===== config.mk =====
export PLATFORM = sky130hd
export DESIGN_NAME = mmio_uart_tx
export DESIGN_NICKNAME = d
export VERILOG_FILES = /design/src/rtl/mmio_uart_tx.sv
export SDC_FILE = /design/constraint.sdc
export NUM_CORES = 1
export LEC_CHECK = 0
export ABC_AREA = 1
export CAP_MARGIN = 30
export CORE_MARGIN = 2
export CORE_UTILIZATION = 40
export DETAILED_ROUTE_END_ITERATION = 8
export HOLD_SLACK_MARGIN = 0.15
export PLACE_DENSITY = 0.59
export SETUP_SLACK_MARGIN = 0.1
export SYNTH_ARGS = -nofsm -noshare
export SYNTH_HDL_FRONTEND = slang
export SYNTH_SLANG_ARGS = --single-unit

===== constraint.sdc =====
create_clock -name clk -period 3.6 [get_ports clk]
set_input_delay 0.54 -clock clk [delete_from_list [all_inputs] [get_ports clk]]
set_output_delay 0.54 -clock clk [all_outputs]
set_load 0.03 [all_outputs]

===== src/rtl/mmio_uart_tx.sv =====
// mmio_uart_tx: memory-mapped 8N1 UART transmitter on the CPU data bus.
// A 16-byte register window (DATA / STATUS / DIV / reserved) feeds a TX FIFO.
// A serializer drains the FIFO LSB first, each bit lasting div_q clocks.
//
// Ports:
//   clk      in   system clock, rising edge
//   reset_n  in   asynchronous reset, active low
//   wr_sig   in   store strobe from the CPU
//   wr_data  in   store data (DATA uses [7:0], DIV uses [15:0], STATUS uses [3])
//   addr     in   byte address from the CPU
//   rd_data  out  combinational read data, 0 outside the window
//   hit      out  combinational window decode
//   tx       out  registered serial line, idles high
module mmio_uart_tx #(
    parameter logic [31:0] BASE_ADDR   = 32'h0000_1000,
    parameter int unsigned FIFO_DEPTH  = 8,
    parameter logic [15:0] DEFAULT_DIV = 16'd16
) (
    input  logic        clk,
    input  logic        reset_n,
    input  logic        wr_sig,
    input  logic [31:0] wr_data,
    input  logic [31:0] addr,
    output logic [31:0] rd_data,
    output logic        hit,
    output logic        tx
);

    localparam int unsigned PTR_W = $clog2(FIFO_DEPTH);
    localparam int unsigned CNT_W = PTR_W + 1;
    localparam logic [CNT_W-1:0] CNT_FULL = CNT_W'(FIFO_DEPTH);

    localparam logic [1:0] OFF_DATA   = 2'd0;
    localparam logic [1:0] OFF_STATUS = 2'd1;
    localparam logic [1:0] OFF_DIV    = 2'd2;

    typedef enum logic [1:0] {
        S_IDLE  = 2'd0,
        S_START = 2'd1,
        S_DATA  = 2'd2,
        S_STOP  = 2'd3
    } state_t;

    state_t state_q;
    state_t state_d;

    // register file
    logic [15:0] div_reg;
    logic        ovf;

    // FIFO
    logic [7:0]       fifo_mem [FIFO_DEPTH];
    logic [PTR_W-1:0] wr_ptr;
    logic [PTR_W-1:0] rd_ptr;
    logic [CNT_W-1:0] count;
    logic             empty;
    logic             full;
    logic             push;
    logic             pop;
    logic [7:0]       head;

    // serializer datapath, current and next
    logic [7:0]  shift_q;
    logic [7:0]  shift_d;
    logic [2:0]  bit_cnt;
    logic [2:0]  bit_cnt_d;
    logic [15:0] baud_cnt;
    logic [15:0] baud_d;
    logic [15:0] div_q;
    logic [15:0] div_q_d;
    logic        tx_d;
    logic        bit_end;
    logic [15:0] div_eff;
    logic        busy;

    // bus decode
    logic wr_en;
    logic data_wr;
    logic status_wr;
    logic div_wr;

    // addr[1:0] and the upper store bits carry no meaning in this window
    logic unused_bits;
    assign unused_bits = ^{addr[1:0], wr_data[31:16]};

    // Window decode and write strobes
    assign hit       = (addr[31:4] == BASE_ADDR[31:4]);
    assign wr_en     = wr_sig & hit;
    assign data_wr   = wr_en & (addr[3:2] == OFF_DATA);
    assign status_wr = wr_en & (addr[3:2] == OFF_STATUS);
    assign div_wr    = wr_en & (addr[3:2] == OFF_DIV);

    assign busy = (state_q != S_IDLE);

    // Read mux
    always_comb begin
        rd_data = '0;
        if (hit) begin
            case (addr[3:2])
                OFF_STATUS: rd_data = {28'b0, ovf, busy, empty, full};
                OFF_DIV:    rd_data = {16'b0, div_reg};
                default:    rd_data = '0;
            endcase
        end
    end

    // DIV register and sticky overflow flag
    always_ff @(posedge clk or negedge reset_n) begin
        if (!reset_n) begin
            div_reg <= DEFAULT_DIV;
            ovf     <= 1'b0;
        end else begin
            if (div_wr) begin
                div_reg <= wr_data[15:0];
            end
            if (data_wr && full && !pop) begin
                ovf <= 1'b1;
            end else if (status_wr && wr_data[3]) begin
                ovf <= 1'b0;
            end
        end
    end

    // FIFO status; a pop in the same cycle frees the slot a full push needs
    assign empty = (count == '0);
    assign full  = (count == CNT_FULL);
    assign push  = data_wr & (~full | pop);
    assign head  = fifo_mem[rd_ptr];

    // FIFO storage, no reset needed: contents are qualified by count
    always_ff @(posedge clk) begin
        if (push) begin
            fifo_mem[wr_ptr] <= wr_data[7:0];
        end
    end

    // FIFO pointers and occupancy
    always_ff @(posedge clk or negedge reset_n) begin
        if (!reset_n) begin
            wr_ptr <= '0;
            rd_ptr <= '0;
            count  <= '0;
        end else begin
            if (push) begin
                wr_ptr <= wr_ptr + PTR_W'(1);
            end
            if (pop) begin
                rd_ptr <= rd_ptr + PTR_W'(1);
            end
            case ({push, pop})
                2'b10:   count <= count + CNT_W'(1);
                2'b01:   count <= count - CNT_W'(1);
                default: count <= count;
            endcase
        end
    end

    // A DIV of zero would never end a bit, so it behaves as one
    assign div_eff = (div_reg == 16'd0) ? 16'd1 : div_reg;
    assign bit_end = (baud_cnt == 16'd0);

    // FSM state register
    always_ff @(posedge clk or negedge reset_n) begin
        if (!reset_n) begin
            state_q <= S_IDLE;
        end else begin
            state_q <= state_d;
        end
    end

    // FSM next state
    always_comb begin
        state_d = state_q;
        case (state_q)
            S_IDLE: begin
                if (!empty) state_d = S_START;
            end
            S_START: begin
                if (bit_end) state_d = S_DATA;
            end
            S_DATA: begin
                if (bit_end && (bit_cnt == 3'd7)) state_d = S_STOP;
            end
            S_STOP: begin
                if (bit_end) state_d = empty ? S_IDLE : S_START;
            end
            default: state_d = S_IDLE;
        endcase
    end

    // FSM outputs: pop strobe and next values of the serializer registers
    always_comb begin
        pop       = 1'b0;
        tx_d      = tx;
        shift_d   = shift_q;
        bit_cnt_d = bit_cnt;
        baud_d    = baud_cnt;
        div_q_d   = div_q;
        case (state_q)
            S_IDLE: begin
                pop = ~empty;
            end
            S_START: begin
                if (bit_end) begin
                    baud_d    = div_q - 16'd1;
                    bit_cnt_d = 3'd0;
                    tx_d      = shift_q[0];
                end else begin
                    baud_d = baud_cnt - 16'd1;
                end
            end
            S_DATA: begin
                if (bit_end) begin
                    baud_d = div_q - 16'd1;
                    if (bit_cnt == 3'd7) begin
                        tx_d = 1'b1;
                    end else begin
                        // shift_q[1] becomes the new LSB on the wire
                        shift_d   = {1'b0, shift_q[7:1]};
                        bit_cnt_d = bit_cnt + 3'd1;
                        tx_d      = shift_q[1];
                    end
                end else begin
                    baud_d = baud_cnt - 16'd1;
                end
            end
            S_STOP: begin
                if (bit_end) begin
                    pop  = ~empty;
                    tx_d = 1'b1;
                end else begin
                    baud_d = baud_cnt - 16'd1;
                end
            end
            default: begin
                tx_d = 1'b1;
            end
        endcase
        // Frame start: load byte, snapshot DIV, drive the start bit
        if (pop) begin
            shift_d = head;
            div_q_d = div_eff;
            baud_d  = div_eff - 16'd1;
            tx_d    = 1'b0;
        end
    end

    // Serializer registers
    always_ff @(posedge clk or negedge reset_n) begin
        if (!reset_n) begin
            tx       <= 1'b1;
            shift_q  <= '0;
            bit_cnt  <= '0;
            baud_cnt <= '0;
            div_q    <= 16'd1;
        end else begin
            tx       <= tx_d;
            shift_q  <= shift_d;
            bit_cnt  <= bit_cnt_d;
            baud_cnt <= baud_d;
            div_q    <= div_q_d;
        end
    end

endmodule

Word-level counts from Yosys, hierarchy flattened

Memory sizes are Yosys's and may differ from the RTL's.
Index checks and enable logic that the tools add are counted.

Register bits after elaboration: 73
Bits in latches: 0
Bits in writable memories: 64
Memory bits (read-only): 0
Word-level logic and storage cells: 107
Memories: 1

Memory list:

| name     | words | width | read ports | clocked after memory_dff | wr ports | line | source |
|---|---|---|---|---|---|---|---|
| fifo_mem | 8     | 8     | 1          | 0                        | 1        | 52   | `logic [7:0] fifo_mem [FIFO_DEPTH];` |

Add/subtract/negate cells: 8
$mul: 0
Divide/modulo/power cells: 0
$lt $le $gt $ge: 0
Equal/unequal tests: 21
Shifts and indexed selects: 0
Mux-type cells: 34
Bitwise operators: 8
Reduce and logical (&&, ||, !) cells: 24

Operator list:

| cell                    | count |
|---|---|
| $mux W16                | 4 |
| $pmux W16 S2            | 2 |
| $sub A16 B1 Y16 const B | 3 |
| $logic_not A16 Y1       | 2 |
| $mux W32                | 1 |
| $mux W8                 | 4 |
| $eq A28 B9 Y1 const B   | 1 |
| $ne A2 B2 Y1 const B    | 7 |
| $ne A3 B3 Y1 const B    | 4 |
| $reduce_and A4 Y1       | 3 |
| $reduce_bool A2 Y1      | 6 |
| $mux W1                 | 11 |
| $add A3 B1 Y3 const B   | 3 |
| $mux W3                 | 3 |
| $eq A2 B2 Y1 const B    | 4 |
| $mux W2                 | 4 |
| $pmux W2 S4             | 1 |
| $pmux W4 S2             | 1 |
| $eq A2 B1 Y1 const B    | 3 |
| $pmux W3 S2             | 1 |
| $and A1 B1 Y1           | 5 |
| $add A4 B1 Y4 const B   | 1 |
| $eq A4 B4 Y1 const B    | 1 |
| $logic_and A1 B1 Y1     | 4 |
| 14 further kinds        | 16 |

Depth between registers and ports, before layout

Word-level depth: 8
Mapped depth: 19
Mapped depth without buffers: 19

Least setup slack after synthesis

OpenSTA, ideal clock, no wires.

Path kind: input -> output
From: in addr[16]
To: out rd_data[10]
Data arrival time: 2.145 ns
Data required time: 3.060 ns
Setup slack: 0.915 ns
Cell stages on the path: 8
Cell sequence: inv_1 nand2_1 nor2_1 nand2_1 nor4_4 nand2_1 clkbuf_1 nor2_1

Word-level cells in the longest chain between the ends: 2

Ends and longest elaborated chain:

| what               | line | source |
|---|---|---|
| start: declaration | 23   | `input logic [31:0] addr,` |
| $eq A28 B9 Y1      | 87   | `assign hit = (addr[31:4] == BASE_ADDR[31:4]);` |
| named net hit      | 25   | `output logic hit,` |
| $mux W32           | 98   | `if (hit) begin` |
| end: declaration   | 24   | `output logic [31:0] rd_data,` |

The timed path passes the listed nets, and every way through them passes these cells.

Worst setup path after layout

From: in addr[12]
To: out rd_data[7]

Word-level cells in the longest chain between the ends: 2

Ends and longest elaborated chain:

| what          | line |
|---|---|
| $eq A28 B9 Y1 | 87 |
| $mux W32      | 98 |

No other way between the ends.

==> impl_metrics.toml <==
[status]
status = "completed"

[pwr]
switching_share_pct = 30.1
power_density_mw_per_mm2 = 457
seq_power_share_pct = 40.8
total_power_w = 0.00414
p_comb_share_pct = 15.5
ir_drop_mv = 0.313
clkPwrFrac_pct = 43.7
leakagePower_nw = 4.12
switchingPower_w = 0.00125
intPower_w = 0.00289

[setup_path]
r2r_start = "div_reg[4]"
r2r_cells = 15
start_kind = "input port"
cp.required_ps = 3060
path_cells = "clkdlybuf4s50_1 -> nand2_1 -> nor2_1 -> nand2_1 -> nor4_4 -> nand2_2 -> nor2_1 -> clkdlybuf4s50_1"
crit_type = "input port to output port"
critPathMaxFanout = 12
arrival_ps = 2720
critPathMaxStageDelay_ps = 690
path_delay_family = "buffers and inverters"
slowest_stage = "clkdlybuf4s50_1"
cp_num_buf_inv = 2
worst-r2r-setup-slack_ps = 880
r2r_end = "baud_cnt[14]"
crit_path_end_kind = "output port"

[cts]
cts.sinks = 137
cts_buffers = 17
clock_latency_ps = 430
clockBufferDepth = 2
clk_pin_slew_worst_paths_ps = 70
cts-root-buf = "clkbuf_16"
cts_tree = "built"
cts_setup_buffers = 0
h-tree-depth = 4

[yosys]
synth.avg_cell_area_um2 = 8.60
synthTopCellsByCount = "217 x nand2_1, 101 x nor2_1, 78 x inv_1"
synthCells = 878
synth-main-ff-cell = "dfrtp_1"
synth_cell_type_count = 51
yosysMostFrequentCell = "nand2_1"
synth-edff-count = 64
ys_seq_area_share_pct = 49.7
synth_area_leaders = "edfxtp_1 25%, dfrtp_1 23%, nand2_1 11%, nor2_1 5.0%, nand3_1 4.6%"
ys_ff_latch = 137
async_reset_ff_share_pct = 53.3
yosysTopAreaCellShare_pct = 25.5
yosys_warnings = 0
synth_top_area_cell = "edfxtp_1"
netlist_area_mm2 = 0.00755

[floorplanning]
die-area_mm2 = 0.0200
start_util_pct = 40.6
io_pins = 101
die_h_um = 141
rows = 50
die_x_um = 141
core_area_mm2 = 0.0186

[sta]
rsz0062_at_grt = "yes"
worst_pin_slew_ps = 757
final.setup.tns_ps = 0
skew_ps = 12.6
slew_headroom_pct = 49.5
holdWs_ps = 493
slew_viol_final = 0
setup_viol_count_final = 0
post-route-period-util_pct = 90.5
fmax_mhz = 307
hold_violations = 0
layout_min_cycle_time_ps = 3260

[placement]
dpl.hpwl_um = 12800
numPortBuffers = 66
routabilityCongestion = 0.800

[global_route]
grtUsageTotal_pct = 19.1
grt_pass1_vias = 5661
antenna_found_initial = 0
grt_start_max_net_pins = 51
overflow = 0
grt_pass1_wl_um = 29700

[drt]
wire_per_inst_um = 15.0
dr.pass1.iters = 5
num_vias = 5979
first_iter_violations = 423
wl_um = 18000
ant_nets = 0
drc_errors = 0
via_per_inst = 4.98

[layout]
final_nets = 1037
drive_gt1_share_pct = 9.73
nFillCells = 1777
largest_register_ffs = 64
num_antenna_cells = 0
largest_register = "fifo_mem"
syn_to_final_growth_pct = 20.2

[worst_hold_path]
hold_class = "register to register"
worstHoldStart = "baud_cnt[15]"
whs_path_depth = 2
worstHoldEndpoint = "baud_cnt[15]"

[job]
cap_violations = 0
[power groups by stage]
stage | Sequential [W] | Combinational [W] | Clock (W)
final | 0.00169 | 0.000644 | 0.00181
after global routing | 0.00169 | 0.000714 | 0.00192
after CTS | 0.00169 | 0.000647 | 0.00184
after detailed placement | 0.00172 | 0.000642 | 0
after global placement | 0.00172 | 0.000635 | 0
after floorplan | 0.00173 | 0.000463 | 0
[placed cells by master (no fill, tap or decap), drive strengths merged, types with 2 or more instances in the layout]
cell type      synthesis  final
clkbuf                10     17
buf                   30     16
edfxtp                64     64
nor2                 115    115
conb                   1     16
nand2                224    224
and2                   2      2
or2                    2      2
inv                   85     92
mux2i                 10     10
a21oi                 15     15
nor3                  15     15
dfstp                  3      3
clkdlybuf4s50          0     64
dfrtp                 70     70
o211ai                11     11
clkinv                 2      9
ha                    17     17
xor2                  24     24
nand3                 73     73
o22ai                  4      4
a22o                   2      2
nand4                  5      5
o21ai                 67     67
o221ai                12     12
xnor2                  6      6
a22oi                  2      2
[stage by stage]
step,std cells,worst slack [ps],cell area (µm²),util [%]
after floorplan,893,915,7600,-
after global placement,1166,238,8410,45.2
after detailed placement,1167,213,8430,45.4
after CTS,1200,204,9070,48.8
after global routing,1200,89.6,9070,48.8
final,1200,341,9070,48.8
[worst max-delay path by stage]
| stage | end | slack, ps | from | depth (start not counted) |
|---|---|---|---|---|
| 6_report | rd_data[7] | 340 | addr[12] | 8 |
| 5_1_grt | rd_data[3] | 90 | addr[25] | 9 |
| 4_1_cts | rd_data[13] | 200 | addr[12] | 8 |
| 3_5_place_dp | rd_data[13] | 210 | addr[12] | 8 |
| 3_3_place_gp | rd_data[9] | 240 | addr[12] | 8 |
| 2_1_floorplan | rd_data[10] | 910 | addr[16] | 8 |
[cell families (layout without fill, tap and decap cells)]
group / after synthesis / count (layout) / share of synthesized area, %
XOR/XNOR: 30 / 30 / 3.48
buffers and inverters: 127 / 200 / 7.54
flip-flops: 137 / 137 / 49.7
AND/OR/NAND/NOR: 438 / 438 / 25.2
adder cells (fa/ha/maj): 17 / 17 / 2.82
other: 1 / 16 / 0.0497
AO/OA/AOI/OAI: 118 / 118 / 9.86
multiplexers: 10 / 10 / 1.33
[routing by layer]
layer  vias up  track usage (%)  routed length [µm]
li1       3043                -                   -
met2       129             28.1                7890
met4         0             5.53                 193
met5         -                0                   0
met3        20             4.18                 847
met1      2787             28.3                9040
[worst register-to-register path, cell delays in order (launching register included)]
cell,delay (ps)
dfstp_2,570
nor2_1,50
nand2_1,80
nor2_1,40
nand3_1,160
nand2_1,140
inv_1,100
ha_1,200
nand3_1,160
nor2_1,270
nand3_1,160
nor2_1,150
xor2_1,270
nand2_1,100
nand3_1,90
o21ai_1,60
[cell type report]
type / instances / area (µm²) / area share (%)
clock buffers: 17 / 425 / 4.69
clock inverters: 15 / 200 / 2.21
inverters: 87 / 327 / 3.60
multi-input cells: 629 / 3280 / 36.2
flip-flops and latches: 137 / 3750 / 41.4
well taps: 234 / 293 / 3.23
repair buffers: 81 / 791 / 8.72
[repair_timing]
item                       4_1_cts  5_1_grt
setup endpoints to repair        0       11
hold endpoints to repair        22        0
resized for setup                0        1
hold buffers                     1        0
No activity file was read; power rests on OpenSTA's default activity.
